[src/rtl/vote_session_machine.sv]
// Voting session controller: collects one ballot per voter, then
// registers a reject/tie/pass verdict with yes and abstain counts.
module vote_session_machine #(
  parameter int N_VOTERS    = 4,
  parameter int TIMEOUT_CYC = 255,
  localparam int CW = $clog2(N_VOTERS + 1),
  localparam int TW = $clog2(TIMEOUT_CYC + 1)
) (
  input  logic                clk,
  input  logic                rst,
  input  logic                start,
  input  logic [N_VOTERS-1:0] vote_valid,
  input  logic [N_VOTERS-1:0] vote_val,
  input  logic                close,
  output logic                busy,
  output logic [N_VOTERS-1:0] voted,
  output logic [CW-1:0]       yes_cnt,
  output logic [CW-1:0]       abstain_cnt,
  output logic [2:0]          result,
  output logic                result_valid,
  output logic                done
);

  typedef enum logic [1:0] {
    IDLE,
    COLLECT,
    DECIDE,
    HOLD
  } state_t;

  localparam logic [2:0] RES_REJECT = 3'b100;
  localparam logic [2:0] RES_TIE    = 3'b010;
  localparam logic [2:0] RES_PASS   = 3'b001;

  localparam logic [CW:0]   NV_W    = (CW + 1)'(N_VOTERS);
  localparam logic [CW-1:0] NV_C    = CW'(N_VOTERS);
  localparam logic [TW-1:0] T_LAST  = TW'(TIMEOUT_CYC - 1);

  function automatic logic [CW-1:0] popcnt(
    input logic [N_VOTERS-1:0] v
  );
    logic [CW-1:0] c;
    c = '0;
    for (int i = 0; i < N_VOTERS; i++) begin
      c = c + CW'(v[i]);
    end
    return c;
  endfunction

  state_t              state_q, state_d;
  logic [N_VOTERS-1:0] voted_q, voted_d;
  logic [CW-1:0]       tally_q, tally_d;
  logic [TW-1:0]       timer_q, timer_d;
  logic [CW-1:0]       yes_cnt_q, yes_cnt_d;
  logic [CW-1:0]       abstain_cnt_q, abstain_cnt_d;
  logic [2:0]          result_q, result_d;
  logic                result_valid_q, result_valid_d;
  logic                done_q, done_d;

  logic [N_VOTERS-1:0] new_cast;
  logic [N_VOTERS-1:0] voted_nxt;
  logic [CW:0]         yes_x2;
  logic [2:0]          verdict;
  logic                close_cond;

  // only first ballot per voter counts
  assign new_cast  = vote_valid & ~voted_q;
  assign voted_nxt = voted_q | new_cast;

  assign close_cond = close
                    | (&voted_nxt)
                    | (timer_q == T_LAST);

  assign yes_x2 = {tally_q, 1'b0};

  always_comb begin
    verdict = RES_REJECT;
    if (yes_x2 > NV_W) begin
      verdict = RES_PASS;
    end else if (yes_x2 == NV_W) begin
      verdict = RES_TIE;
    end
  end

  always_comb begin
    state_d        = state_q;
    voted_d        = voted_q;
    tally_d        = tally_q;
    timer_d        = timer_q;
    yes_cnt_d      = yes_cnt_q;
    abstain_cnt_d  = abstain_cnt_q;
    result_d       = result_q;
    result_valid_d = result_valid_q;
    done_d         = 1'b0;
    unique case (state_q)
      IDLE, HOLD: begin
        if (start) begin
          state_d        = COLLECT;
          voted_d        = '0;
          tally_d        = '0;
          timer_d        = '0;
          result_valid_d = 1'b0;
        end
      end
      COLLECT: begin
        voted_d = voted_nxt;
        tally_d = tally_q + popcnt(new_cast & vote_val);
        timer_d = timer_q + 1'b1;
        if (close_cond) begin
          state_d = DECIDE;
        end
      end
      DECIDE: begin
        state_d        = HOLD;
        result_d       = verdict;
        yes_cnt_d      = tally_q;
        abstain_cnt_d  = NV_C - popcnt(voted_q);
        result_valid_d = 1'b1;
        done_d         = 1'b1;
      end
      default: begin
        state_d = IDLE;
      end
    endcase
  end

  always_ff @(posedge clk or posedge rst) begin
    if (rst) begin
      state_q        <= IDLE;
      voted_q        <= '0;
      tally_q        <= '0;
      timer_q        <= '0;
      yes_cnt_q      <= '0;
      abstain_cnt_q  <= '0;
      result_q       <= '0;
      result_valid_q <= 1'b0;
      done_q         <= 1'b0;
    end else begin
      state_q        <= state_d;
      voted_q        <= voted_d;
      tally_q        <= tally_d;
      timer_q        <= timer_d;
      yes_cnt_q      <= yes_cnt_d;
      abstain_cnt_q  <= abstain_cnt_d;
      result_q       <= result_d;
      result_valid_q <= result_valid_d;
      done_q         <= done_d;
    end
  end

  assign busy         = (state_q == COLLECT)
                      | (state_q == DECIDE);
  assign voted        = voted_q;
  assign yes_cnt      = yes_cnt_q;
  assign abstain_cnt  = abstain_cnt_q;
  assign result       = result_q;
  assign result_valid = result_valid_q;
  assign done         = done_q;

endmodule

[config.mk]
export PLATFORM = sky130hd
export DESIGN_NAME = vote_session_machine
export DESIGN_NICKNAME = d
export VERILOG_FILES = /design/src/rtl/vote_session_machine.sv
export SDC_FILE = /design/constraint.sdc
export NUM_CORES = 1
export LEC_CHECK = 0
export ABC_AREA = 0
export CAP_MARGIN = 20
export CORE_UTILIZATION = 51
export DETAILED_ROUTE_END_ITERATION = 6
export HOLD_SLACK_MARGIN = 0.12
export PLACE_DENSITY = 0.79
export SLEW_MARGIN = 40
export SYNTH_ARGS = -nofsm -noshare
export SYNTH_HDL_FRONTEND = slang
export SYNTH_SLANG_ARGS = --single-unit
[constraint.sdc]
create_clock -name clk -period 3.3 [get_ports clk]
set_input_delay 0.66 -clock clk [delete_from_list [all_inputs] [get_ports clk]]
set_output_delay 0.66 -clock clk [all_outputs]
set_load 0.02 [all_outputs]
==> impl_results.md <==
* Status: finished, final reports clean
* Ranking of synthesized cells by area: dfrtp_1, mux2_2, ha_1
* GRT Total Usage at 0.2085
* Area Growth Syn to Fin at 23.72%
* Ratio of cells with drive above 1 in the final layout at 0.09816
* P per Cell Area at roughly 970 nW/um2
* Hold crit path type: reg2reg
* Max-Cap Viols at 0
* Die Area at a little over 3000 um2
* Setup Viol. Count Final at 0
* CTS tree: yes
* Setup TNS at 0 ns
* Buf/Inv on CP at 2
* CP endpoint kind: register
* Setup Buffers After CTS at 0
* Gr ovfl total at 0
* Crit share post-route at 0.8425
* Post-synth EDFFs at 0
* Antenna viol nets, final at 0
* Yosys top cell by area: dfrtp_1
* WL per Instance at around 15 um
* Commonest register cell after synthesis: dfrtp_1
* Initial Util at 0.5629
* Placement Rows at 18
* Startpoint Class: input port
* Fillcell total at approximately 220
* Root buffer cell: clkbuf_4
* Crit path kind: in2reg
* Final Max Tran Viols at 0
* Clock sink count at 28
* NumNets Final at 187
* Worst path top cell family by delay: adder cells
* Worst skew pair latency at around 0.33 ns
* Mapped Cells at ~140
* Worst stage delay on the critical path at 0.51 ns
* Critical-path cell list: clkdlybuf4s50_1, nand3_1, fa_1, fa_1, inv_1, fa_1, a32o_2
* Worst-path clk slew at 0.16 ns
* Initial antenna violation count at 0
* H-tree depth at 1
* Fmax at approximately 0.36 GHz
* Worst Clk Skew at 0.008048 ns
* Post-cts resize count at 0
* # diodes at 0
* Pin count of the biggest net entering global routing at 29
* Ys Warns at 0
* Worst Path Max Fanout at 3
* Die Ht at 55.23 um
* Worst slew margin at 0.5074
* Die Width at roughly 55 um
* Number of global-route vias before repair at roughly 1200
* DR iter-0 viols at 30
* Hold buffers post-CTS at 0
* CP arrival at between 3 and 4 ns
* Router iterations before antenna repair at 4
* Yosys reg bits at 28
* Worst EP required at ~3.5 ns
* Vias per std cell at 5.518
* GP Congestion at between 0.8 and 0.9
* Io pins at 28
* Lkg Pwr at a little over 0.8 nW
* Share of the synthesized area in the top cell type at 0.4848
* Syn nets at 158
* CP max-delay cell: clkdlybuf4s50_1
* First-pass GRT wire length at 5161 um
* Async S/R FF share, synth at 1.000
* RSZ-0062 raised after global routing: false
* Cell variety after synth at 31
* DRC at 0
* Most common cell on crit path: fa_1
* Min Hold Slack at about 0.52 ns
* I/O Buffers at 27
* Hpwl dp at about 2100 um
* Slew of the pin with the lowest slew margin at 0.7362 ns
* CTS Buffer Depth at 2
* Via Count at 1065
* Core ar. at around 2600 um2
* Final hold vios at 0
* Synthesized area per cell at about 11 um2
* Post-Syn Area at 1445 um2
* Final WL at approximately 2800 um
* Maximum VDD drop at 0.7050 mV
* Min Tclk post-route at between 2 and 3 ns
* Sequential-to-total area share from yosys stat at 0.4848
* CTS Buf Count at 3
==> where the power goes <==
group / total, W / internal (W) / switching [W]
registers: 0.000597 / 0.000473 / 0.000125
clock network: 0.000224 / 0.000123 / 0.000101
logic: 0.000906 / 0.000427 / 0.000479
==> routing by layer <==
metal	vias to the layer above	global-route usage	routed length (um)
li1	513	-	-
met1	524	0.2732	1373
met5	-	0	0
met3	4	0.03513	93
met2	24	0.3477	1345
met4	0	0.07857	31
==> stage by stage <==
step,setup slack [ns],power (W),util,area [um2],cells
5_1_grt,0.4663,0.001863,0.6964,1788,193
3_3_place_gp,0.2515,0.001479,0.6759,1735,189
3_5_place_dp,0.1483,0.001516,0.6759,1735,189
2_1_floorplan,0.8118,0.001197,-,1445,135
6_report,0.5197,0.001727,0.6964,1788,193
4_1_cts,0.5146,0.001743,0.6964,1788,193
==> layout make-up <==
class,instances,area [um2],share of cell area
Clock inverter,1,30.03,0.01680
Timing Repair Buffer,28,277.8,0.1554
Multi-Input combinational cell,91,674.4,0.3772
Sequential cell,28,700.7,0.3919
Tap cell,30,37.54,0.02099
Clock buffer,3,22.52,0.01260
Inverter,12,45.04,0.02519
==> cells in the mapped netlist, types with 4 or more instances <==
cell type   n
dfrtp_1    28
nor2_1     17
inv_1      11
a21oi_1     9
mux2_2      8
ha_1        7
nand2_1     6
fa_1        4
nand3_1     4
nand3b_1    4
xor2_1      4
==> cell families after synthesis <==
logic type      Yosys count  synth area share
buf+inv                  16           0.04848
xor+xnor                  7           0.04243
flops                    28            0.4848
fa+ha+maj                11            0.1160
simple gates             41            0.1368
mux                      11           0.08658
compound gates           21           0.08484
==> final timing paths <==
path | depth (start not counted) | to | slack [ns] | from
min | 1 | yes_cnt[2] | 0.52 | yes_cnt[2]
max | 7 | tally_q[1] | 0.52 | vote_valid[0]
max in group asynchronous | 3 | timer_q[0] | 2.36 | rst
max reg2reg | 7 | tally_q[1] | 0.87 | voted[0]
min reg2reg | 1 | yes_cnt[2] | 0.52 | yes_cnt[2]
min in group asynchronous | 3 | done | 0.66 | rst
==> registers in the layout (all words and copies together), names as in the netlist <==
| register | cells |
|---|---|
| yes_cnt | 3 |
| tally_q | 3 |
| done | 1 |
| result_valid | 1 |
| result | 3 |
| state_q | 2 |
| abstain_cnt | 3 |
| timer_q | 8 |
| voted | 4 |
==> worst register-to-register path, cell delays in order, from the launching register on <==
cell and delay, ns:
dfrtp_1 0.44, inv_1 0.08, nand3_1 0.11, fa_1 0.51, fa_1 0.42, inv_1 0.08, fa_1 0.43, a32o_2 0.28
==> layout by cell type, fill, tap and decap left out, drive strengths merged, types with 4 or more instances in the layout <==
cell type | netlist | final
inv | 12 | 12
xor2 | 4 | 4
clkdlybuf4s50 | 0 | 27
dfrtp | 28 | 28
nand3 | 4 | 4
fa | 4 | 4
a21oi | 9 | 9
ha | 7 | 7
o21ai | 6 | 6
nand3b | 4 | 4
nor2 | 17 | 17
nand2 | 6 | 6
mux2 | 9 | 9
(Power assumes the default switching activity.)
